==> config.mk <==
export PLATFORM = sky130hd
export DESIGN_NAME = pipeline_stall_controller
export DESIGN_NICKNAME = d
export VERILOG_FILES = /design/src/rtl/pipeline_stall_controller.sv
export SDC_FILE = /design/constraint.sdc
export NUM_CORES = 1
export LEC_CHECK = 0
export ABC_AREA = 0
export CAP_MARGIN = 20
export CORE_MARGIN = 2
export CORE_UTILIZATION = 48
export DETAILED_ROUTE_END_ITERATION = 8
export PLACE_DENSITY = 0.75
export SETUP_SLACK_MARGIN = 0.02
export SLEW_MARGIN = 20
export SYNTH_ARGS = -nofsm -noshare
export SYNTH_HDL_FRONTEND = slang
export SYNTH_SLANG_ARGS = --single-unit
==> constraint.sdc <==
create_clock -name clk -period 2.5 [get_ports clk]
set_input_delay 0.25 -clock clk [delete_from_list [all_inputs] [get_ports clk]]
set_output_delay 0.25 -clock clk [all_outputs]
set_load 0.01 [all_outputs]
==> src/rtl/pipeline_stall_controller.sv <==
// Central pipeline sequencer for the 5-stage core.
// Merges dmem wait, branch flush, mul/div occupancy, load-use stall and imem wait
// into per-register enable/flush strobes, and keeps saturating perf counters.
module pipeline_stall_controller #(
    parameter int unsigned MD_LATENCY = 4,
    parameter int unsigned CNT_W      = 16
) (
    input  logic             clk,
    input  logic             rst,
    input  logic             hazard_stall,
    input  logic             branch_taken,
    input  logic             md_start,
    input  logic             imem_busy,
    input  logic             dmem_busy,
    output logic             pc_en,
    output logic             if_id_en,
    output logic             if_id_flush,
    output logic             id_ex_en,
    output logic             id_ex_flush,
    output logic             ex_mem_en,
    output logic             ex_mem_flush,
    output logic             mem_wb_en,
    output logic             md_busy,
    output logic [1:0]       ctl_state,
    output logic [CNT_W-1:0] stall_cycles,
    output logic [CNT_W-1:0] flush_events
);

    localparam int unsigned MdCntW = $clog2(MD_LATENCY);
    localparam logic [MdCntW-1:0] MdLoad = MdCntW'(MD_LATENCY - 1);

    typedef enum logic [1:0] {
        StRun    = 2'd0,
        StMdWait = 2'd1
    } state_e;

    state_e            state_q, state_d;
    logic [MdCntW-1:0] md_cnt_q, md_cnt_d;

    logic md_issue;
    logic br_flush;
    logic md_stall;

    // A branch in EX outranks a mul/div issue; the mul/div only starts when actually served.
    assign md_issue = (state_q == StRun) && md_start && !branch_taken;
    assign br_flush = !rst && !dmem_busy && (state_q == StRun) && branch_taken;
    assign md_stall = !rst && !dmem_busy &&
                      (md_issue || ((state_q == StMdWait) && (md_cnt_q > MdCntW'(1))));

    assign ctl_state = state_q;

    // State register and mul/div occupancy counter
    always_ff @(posedge clk) begin
        if (rst) begin
            state_q  <= StRun;
            md_cnt_q <= '0;
        end else begin
            state_q  <= state_d;
            md_cnt_q <= md_cnt_d;
        end
    end

    // Next-state: a dmem wait freezes sequencing; md_cnt==1 is the release cycle
    always_comb begin
        state_d  = state_q;
        md_cnt_d = md_cnt_q;
        if (!dmem_busy) begin
            case (state_q)
                StRun: begin
                    if (md_issue) begin
                        state_d  = StMdWait;
                        md_cnt_d = MdLoad;
                    end
                end
                StMdWait: begin
                    md_cnt_d = md_cnt_q - MdCntW'(1);
                    if (md_cnt_q == MdCntW'(1)) begin
                        state_d = StRun;
                    end
                end
                default: begin
                    state_d  = StRun;
                    md_cnt_d = '0;
                end
            endcase
        end
    end

    // Strobe outputs, resolved strictly by priority
    always_comb begin
        pc_en        = 1'b0;
        if_id_en     = 1'b0;
        if_id_flush  = 1'b0;
        id_ex_en     = 1'b0;
        id_ex_flush  = 1'b0;
        ex_mem_en    = 1'b0;
        ex_mem_flush = 1'b0;
        mem_wb_en    = 1'b0;
        md_busy      = !rst && ((state_q == StMdWait) || md_issue);
        if (rst) begin
            if_id_flush  = 1'b1;
            id_ex_flush  = 1'b1;
            ex_mem_flush = 1'b1;
        end else if (dmem_busy) begin
            // whole pipe frozen
        end else if (br_flush) begin
            pc_en       = 1'b1;
            if_id_en    = 1'b1;
            if_id_flush = 1'b1;
            id_ex_en    = 1'b1;
            id_ex_flush = 1'b1;
            ex_mem_en   = 1'b1;
            mem_wb_en   = 1'b1;
        end else if (md_stall) begin
            ex_mem_en    = 1'b1;
            ex_mem_flush = 1'b1;
            mem_wb_en    = 1'b1;
        end else if (hazard_stall) begin
            id_ex_en    = 1'b1;
            id_ex_flush = 1'b1;
            ex_mem_en   = 1'b1;
            mem_wb_en   = 1'b1;
        end else if (imem_busy) begin
            if_id_en    = 1'b1;
            if_id_flush = 1'b1;
            id_ex_en    = 1'b1;
            ex_mem_en   = 1'b1;
            mem_wb_en   = 1'b1;
        end else begin
            pc_en     = 1'b1;
            if_id_en  = 1'b1;
            id_ex_en  = 1'b1;
            ex_mem_en = 1'b1;
            mem_wb_en = 1'b1;
        end
    end

    // Saturating performance counters
    always_ff @(posedge clk) begin
        if (rst) begin
            stall_cycles <= '0;
            flush_events <= '0;
        end else begin
            if (!pc_en && (stall_cycles != '1)) begin
                stall_cycles <= stall_cycles + CNT_W'(1);
            end
            if (br_flush && (flush_events != '1)) begin
                flush_events <= flush_events + CNT_W'(1);
            end
        end
    end

endmodule

* Word-level counts from Yosys, hierarchy flattened
Index checks and enable logic that the tools add are counted.
Operators by class: add/subtract/negate cells 3, magnitude comparators 1, equal/unequal tests 6, muxes and demuxes 37, bitwise operators 1, reductions and logical operators 19
Operators with widths (count):
- $add 16x1->16 const B | 2
- $mux 1 | 32
- $ne 16x16->1 const B | 2
- $logic_and 1x1->1 | 10
- $pmux 2 s2 | 2
- $mux 2 | 3
- $eq 2x1->1 const B | 2
- $logic_not 1->1 | 4
- $reduce_and 3->1 | 1
- $gt 2x1->1 const B | 1
- $logic_not 2->1 | 1
- $logic_or 1x1->1 | 2
- $ne 2x1->1 const B | 1
- $ne 2x2->1 const B | 1
- $reduce_and 2->1 | 1
- $sub 2x1->2 const B | 1
- $not 1->1 | 1
Word-level totals: bits in registers 36, bits of input ports 7, output and inout port bits 43

* Depth between registers and ports, before layout
Gate-level depths: netlist of run 1.
depth after elaboration 11, mapped depth 7

* Worst setup path after synthesis of run 1
Ideal clock, no wire load.
path kind register to register, start register state_q[0] (netlist: ctl_state[0]), end register stall_cycles[7], setup time 0.059 ns, arrival 1.927 ns, slack 0.514 ns, stages on the path, launching flop included 7, period minus slack after synthesis 1.986 ns, cell sequence dfxtp_1 -> nand2_1 -> o221a_2 -> or3_4 -> buf_6 -> or4_1 -> nand2_1
On the way: cells in the longest elaborated chain, start to end 11, elaborated cells between the ends (all ways) 15, those cells by class eq/ne: 1; mux: 4; reduce/logical: 10
RTL lines:
- start, declared | line 37 | state_e state_q, state_d;
- start signal, assigned | line 55 | state_q <= StRun;
- start signal, assigned | line 58 | state_q <= state_d;
- $logic_not 2->1 | line 45, 46
- $logic_and 1x1->1 (2 in a row) | line 45 | assign md_issue = (state_q == StRun) && md_start && !branch_taken;
- $logic_or 1x1->1 | line 48 | (md_issue || ((state_q == StMdWait) && (md_cnt_q > MdCntW'(1))));
- $logic_and 1x1->1 | line 47 | assign md_stall = !rst && !dmem_busy &&
- $mux 1 | line 114 | end else if (md_stall) begin
- $mux 1 (*) | line 106 | end else if (br_flush) begin
- $mux 1 (*) | line 104 | end else if (dmem_busy) begin
- $mux 1 (*) | line 100 | if (rst) begin
- $logic_not 1->1 (*) | line 144 | if (!pc_en && (stall_cycles != '1)) begin
- $logic_and 1x1->1 (*) | line 144
- end signal, assigned | line 145 | stall_cycles <= stall_cycles + CNT_W'(1);
- end, declared | line 25 | output logic [CNT_W-1:0] stall_cycles,
Every way passes the cells marked *; elsewhere a longest branch is shown, timed or not. A chain may end at the register's enable or synchronous reset.

* Worst setup path in the final report of run 1
start input port rst, end output port pc_en
On the way: cells in the longest elaborated chain, start to end 7, elaborated cells between the ends (all ways) 9, those cells by class mux: 4; reduce/logical: 5
RTL lines:
- start, declared | line 9 | input logic rst,
- $logic_not 1->1 | line 46, 47
- $logic_and 1x1->1 | line 46, 47
- $logic_and 1x1->1 (on tied branches) | line 47, 46
- $mux 1 or $logic_and 1x1->1 (tied branches) | line 114, 46
- $mux 1 | line 106
- $mux 1 | line 104
- $mux 1 (*) | line 100
- end, declared | line 15 | output logic pc_en,
Marks and branches as above.

==> results of run 1 <==
-- synth_stat cells, types with 5 or more instances --
library cell | count | area (µm²)
nor4_1 | 11 | 68.8
or4_1 | 8 | 60.1
nand3_1 | 9 | 45.0
dfxtp_1 | 35 | 701
and4_1 | 5 | 43.8
nor2b_1 | 6 | 37.5
nand2_1 | 21 | 78.8
xnor2_1 | 12 | 105
nor2_1 | 35 | 131
a21oi_1 | 7 | 35.0
xor2_1 | 8 | 70.1
inv_1 | 6 | 22.5
nand4_1 | 10 | 62.6
o31ai_1 | 5 | 37.5
-- logic make-up (layout without fill, tap and decap cells) --
family / Yosys count / after routing / share of synthesized area, %
and+or+nand+nor: 121 / 121 / 33.9
DFF: 35 / 35 / 36.9
AOI/OAI and AO/OA: 31 / 31 / 11.3
xor gates and xnor gates: 20 / 20 / 9.23
buffers and inverters: 17 / 69 / 4.22
muxes: 4 / 4 / 2.24
adders and majority gates: 3 / 3 / 1.98
other: 1 / 1 / 0.198
-- registers in the layout, indices dropped and copies added, names as in the netlist --
| register | cells |
|---|---|
| stall_cycles | 16 |
| flush_events | 16 |
| md_cnt_q | 2 |
| ctl_state | 1 |
-- power by group through the flow --
| stage | registers, W | clock network [W] | logic (W) |
|---|---|---|---|
| 2_1_floorplan | 0.000596 | 0 | 0.0000665 |
| 3_3_place_gp | 0.000595 | 0 | 0.000123 |
| 3_5_place_dp | 0.000595 | 0 | 0.000123 |
| 4_1_cts | 0.000582 | 0.000615 | 0.000125 |
| 5_1_grt | 0.000584 | 0.000640 | 0.000137 |
| 6_report | 0.000583 | 0.000603 | 0.000124 |
-- final timing paths --
check,end,cells after the start
setup / recovery,pc_en,5
hold / removal,md_cnt_q[0]$_SDFFE_PP0P_,1
setup reg to reg,stall_cycles[5]$_SDFFE_PP0P_,5
hold reg to reg,md_cnt_q[0]$_SDFFE_PP0P_,1
-- through the flow --
stage	total power, W	setup WS [ns]
after floorplan	0.000662	0.514
after global placement	0.000718	0.109
after detailed placement	0.000719	0.102
after CTS	0.00132	0.159
after global routing	0.00136	0.0306
final	0.00131	0.156
-- metal layers --
metal | up-vias | wire (µm)
li1 | 944 | -
met1 | 889 | 2150
met2 | 69 | 1930
met3 | 4 | 310
met4 | 0 | 32
met5 | - | 0
-- worst max-delay path, delay by kind of cell --
family          cells  cell delay [ns]
buf+inv             2             1.04
simple gates        2             0.47
compound gates      1             0.33
-- final cells by class --
| type | instances | area share, % |
|---|---|---|
| clock buffers | 6 | 2.83 |
| clock inverters | 2 | 2.34 |
| inverters | 6 | 0.878 |
| multi-input cells | 180 | 43.5 |
| flip-flops and latches | 35 | 27.3 |
| well taps | 48 | 2.34 |
| repair buffers | 55 | 20.8 |
==> results_dict.tcl, run 1 <==
set metrics [dict create \
    ys_ff_latch 35 \
    nFillCells 323 \
    vias 1906 \
    ff2ff_setup_slack_ns 0.36 \
    overflow 0 \
    setup_violations 0 \
    multi_input_area_um2 1120 \
    cp-start-kind "primary input" \
    dr.pass1.iters 4 \
    post-cts-setup-buffers 0 \
    place_inst 324 \
    slowest_stage "clkdlybuf4s50_1" \
    final-instance-count-excl-fill 332 \
    post-route-period-util_pct 93.7 \
    power_frac_clock_pct 46.0 \
    synth_flop_cell "dfxtp_1" \
    remaining_drc_errors 0 \
    setup_tns_ns 0 \
    power_frac_comb_pct 9.5 \
    tritoncts "built" \
    via_per_inst 5.74 \
    utilization_pct 68.5 \
    switching_share_pct 21.3 \
    p_leak_nw 0.863 \
    postSynthAreaPerCell_um2 8.18 \
    fmax_mhz 427 \
    boundaryPins 50 \
    cts_root_buf "clkbuf_8" \
    grt_pass1_wl_um 7430 \
    async_reset_ff_share_pct 0 \
    p_seq_share_pct 44.5 \
    die-area_um2 4470 \
    finalMaxSlewViolations 0 \
    cp_max_fo 8 \
    cts.htree.levels 2 \
    final_nets 293 \
    met1_usage_pct 29.6 \
    crit_path_start "rst" \
    n_antenna_cell 0 \
    synth_warnings 0 \
    met3_usage_pct 7.94 \
    r2r_start "ctl_state[0]$_SDFFE_PP0P_" \
    mostFrequentLayoutCell "clkdlybuf4s50_1" \
    antenna_found_initial 0 \
    power_density_nw_per_um2 510 \
    post-route-cell-area_um2 2560 \
    cts_sinks 35 \
    wl_um 4430 \
    synth-edff-count 0 \
    vdd_drop_max_mv 0.421 \
    finClkSkew_ns 0.0126 \
    core-area_um2 3740 \
    port_buffers 48 \
    hpwl_um 3190 \
    slowest_delay_ns 0.54 \
    hp-start "md_cnt_q[0]$_SDFFE_PP0P_" \
    rows 22 \
    cts_hold_buf 0 \
    path_cells "clkdlybuf4s50_1 > nor4_1 > o221a_2 > or2_2 > clkdlybuf4s50_1" \
    clk_path_buf_depth 2 \
    hold_slack_ns 0.483 \
    final_cell_mix "clkdlybuf4s50_1 (48), nor2_1 (35), dfxtp_1 (35), nand2_1 (21), xnor2_1 (12)" \
    fp.dieH_um 66.9 \
    ant_nets 0 \
    layout-drive-gt1-share_pct 7.39 \
    min_path_type "flip-flop to flip-flop" \
    status "complete, no violations" \
    grt_pass1_vias 1650 \
    synth_fp_nets 242 \
    critPathKind "primary input to primary output" \
    p_switching_w 0.000279 \
    maxCapViolCount 0 \
    worst_slew_pin_slew_ns 0.605 \
    placed_area_um2 2430 \
    cts.repair.resized 0 \
    grt_max_degree 24 \
    initial_utilization_pct 50.7 \
    path_common_cell "clkdlybuf4s50_1" \
    drt_iter0_drc 127 \
    synthesis.area_um2 1900 \
    place_congestion 0.916 \
    clk_latency_ns 0.29 \
    yosysUniqueCellTypes 44 \
    seq_area_um2 701 \
    rsz0062_at_grt "false" \
    clkSlewWorstSetupHoldPaths_ns 0.06 \
    avgRoutedWirePerCell_um 13.3 \
    arrival_ns 2.09 \
    die_w_um 66.9 \
    min_period_ns 2.34 \
    relSlewSlack_pct 59.3 \
    syn_to_final_growth_pct 35.2 \
    endpoint_kind "primary output" \
    ys_seq_area_share_pct 36.9 \
    syn_inst 232 \
    required_ns 2.25 \
    globalRoute.busiestLayer "met2" \
    cts_buffers 5 \
    p_int_w 0.00103 \
    grtUsageTotal_pct 21.5 \
    final_hold_viol_count 0 \
    met2_usage_pct 31.8 \
]
(Power assumes the default switching activity.)
==> run 2: changes to the inputs <==
CTS_CLUSTER_SIZE = 25   (was not set)
GPL_ROUTABILITY_DRIVEN = 0   (was not set)
MAX_ROUTING_LAYER = met4   (was not set)
==> results_dict.tcl, run 2 (synthesis results as in run 1) <==
set metrics [dict create \
    endpoint_kind "primary output" \
    boundaryPins 50 \
    cp.buffers_inverters 2 \
    grt_pass1_wl_um 7440 \
    finalPower_w 0.00131 \
    required_ns 2.25 \
    via_per_inst 5.72 \
    tritoncts "built" \
    final_hold_viol_count 0 \
    vdd_drop_max_mv 0.422 \
    utilization_pct 68.5 \
    die-area_um2 4470 \
    maxCapViolCount 0 \
    nFillCells 323 \
    cts.htree.levels 2 \
    avgRoutedWirePerCell_um 13.2 \
    rows 22 \
    arrival_ns 2.09 \
    path_common_cell "clkdlybuf4s50_1" \
    seq_area_um2 701 \
    whs_path_depth 1 \
    clkSlewWorstSetupHoldPaths_ns 0.06 \
    fp.dieH_um 66.9 \
    core-area_um2 3740 \
    reg_top3 "flush_events x16, stall_cycles x16, md_cnt_q x2" \
    r2r_start "ctl_state[0]$_SDFFE_PP0P_" \
    finClkSkew_ns 0.0121 \
    clk_path_buf_depth 2 \
    slowest_stage "clkdlybuf4s50_1" \
    place_inst 324 \
    die_w_um 66.9 \
    rsz0062_at_grt "false" \
    setup_violations 0 \
    dr.pass1.iters 4 \
    ant_nets 0 \
    mostFrequentLayoutCell "clkdlybuf4s50_1" \
    min_period_ns 2.34 \
    overflow 0 \
    min_path_type "flip-flop to flip-flop" \
    final_cell_mix "clkdlybuf4s50_1 (48), nor2_1 (35), dfxtp_1 (35), nand2_1 (21), xnor2_1 (12)" \
    syn_to_final_growth_pct 35.2 \
    hold_slack_ns 0.484 \
    critPathKind "primary input to primary output" \
    worst_r2r_endpoint "stall_cycles[5]$_SDFFE_PP0P_" \
    port_buffers 48 \
    cp_top_family "buffers and inverters" \
    grt_max_degree 24 \
    cp-start-kind "primary input" \
    status "complete, no violations" \
    min_to "md_cnt_q[0]$_SDFFE_PP0P_" \
    grt_pass1_vias 1651 \
    wl_um 4400 \
    vias 1898 \
    relSlewSlack_pct 59.4 \
    slowest_delay_ns 0.54 \
    ff2ff_setup_slack_ns 0.37 \
    post-cts-setup-buffers 0 \
    cts_buffers 5 \
    post-route-period-util_pct 93.5 \
    hpwl_um 3190 \
    path_cells "clkdlybuf4s50_1 > nor4_1 > o221a_2 > or2_2 > clkdlybuf4s50_1" \
    cts.repair.resized 0 \
    worst_slew_pin_slew_ns 0.603 \
    clk_latency_ns 0.29 \
    power_density_nw_per_um2 511 \
    remaining_drc_errors 0 \
    multi_input_area_um2 1120 \
    final-instance-count-excl-fill 332 \
    grtUsageTotal_pct 22.1 \
    n_antenna_cell 0 \
    antenna_found_initial 0 \
    drt_iter0_drc 144 \
    fmax_mhz 428 \
    setup_tns_ns 0 \
    r2r_cells 5 \
    layout-drive-gt1-share_pct 7.39 \
    cp_max_fo 8 \
    cts_hold_buf 0 \
    initial_utilization_pct 50.7 \
    cts_root_buf "clkbuf_8" \
    hp-start "md_cnt_q[0]$_SDFFE_PP0P_" \
    p_leak_nw 0.863 \
    cts_sinks 35 \
    finalMaxSlewViolations 0 \
    final_nets 293 \
]
## run 2: cell counts in the layout (fill, tap and decap cells not counted)
No cell type changed its count.
## run 2: worst max-delay path by stage
stage                                    from                            end  slack (ns)  cells past startpoint
floorplan           ctl_state[0]$_SDFFE_PP0P_   stall_cycles[7]$_SDFFE_PP0P_        0.51                      6
global placement                          rst  flush_events[13]$_SDFFE_PP0P_        0.11                      8
global route        ctl_state[0]$_SDFFE_PP0P_                    if_id_flush        0.03                      5
finish                                    rst                          pc_en        0.16                      5
CTS                 ctl_state[0]$_SDFFE_PP0P_                    if_id_flush        0.16                      5
detailed placement               branch_taken   stall_cycles[5]$_SDFFE_PP0P_        0.10                      6
## run 2: worst register-to-register path: stages (launching register included)
cell	delay, ns
dfxtp_1	0.51
nand2_1	0.12
o221a_2	0.33
or3_4	0.47
or4_1	0.49
a21oi_1	0.15
## run 2: stage by stage
step	area (µm²)	setup slack (ns)
5_1_grt	2560	0.0330
3_5_place_dp	2430	0.102
6_report	2560	0.163
2_1_floorplan	1900	0.514
3_3_place_gp	2430	0.109
4_1_cts	2560	0.159
## run 2: routing by layer
layer  vias up  wire length (µm)  GRT usage, %
met3         4               295          6.25
met4         0                33          7.65
met1       881              2150          29.7
met5         -                 0             -
li1        945                 -             -
met2        68              1920          31.8
## run 2: final cells by class
| class | count | area share (%) |
|---|---|---|
| Clock buffer | 6 | 2.83 |
| Clock inverter | 2 | 2.34 |
| Inverter | 6 | 0.878 |
| Multi-Input combinational cell | 180 | 43.5 |
| Sequential cell | 35 | 27.3 |
| Tap cell | 48 | 2.34 |
| Timing Repair Buffer | 55 | 20.8 |
## run 2: power by group
part / total, W / switching [W] / internal (W)
combinational: 0.000124 / 0.0000596 / 0.0000640
sequential: 0.000583 / 0.0000148 / 0.000568
clock: 0.000603 / 0.000205 / 0.000399
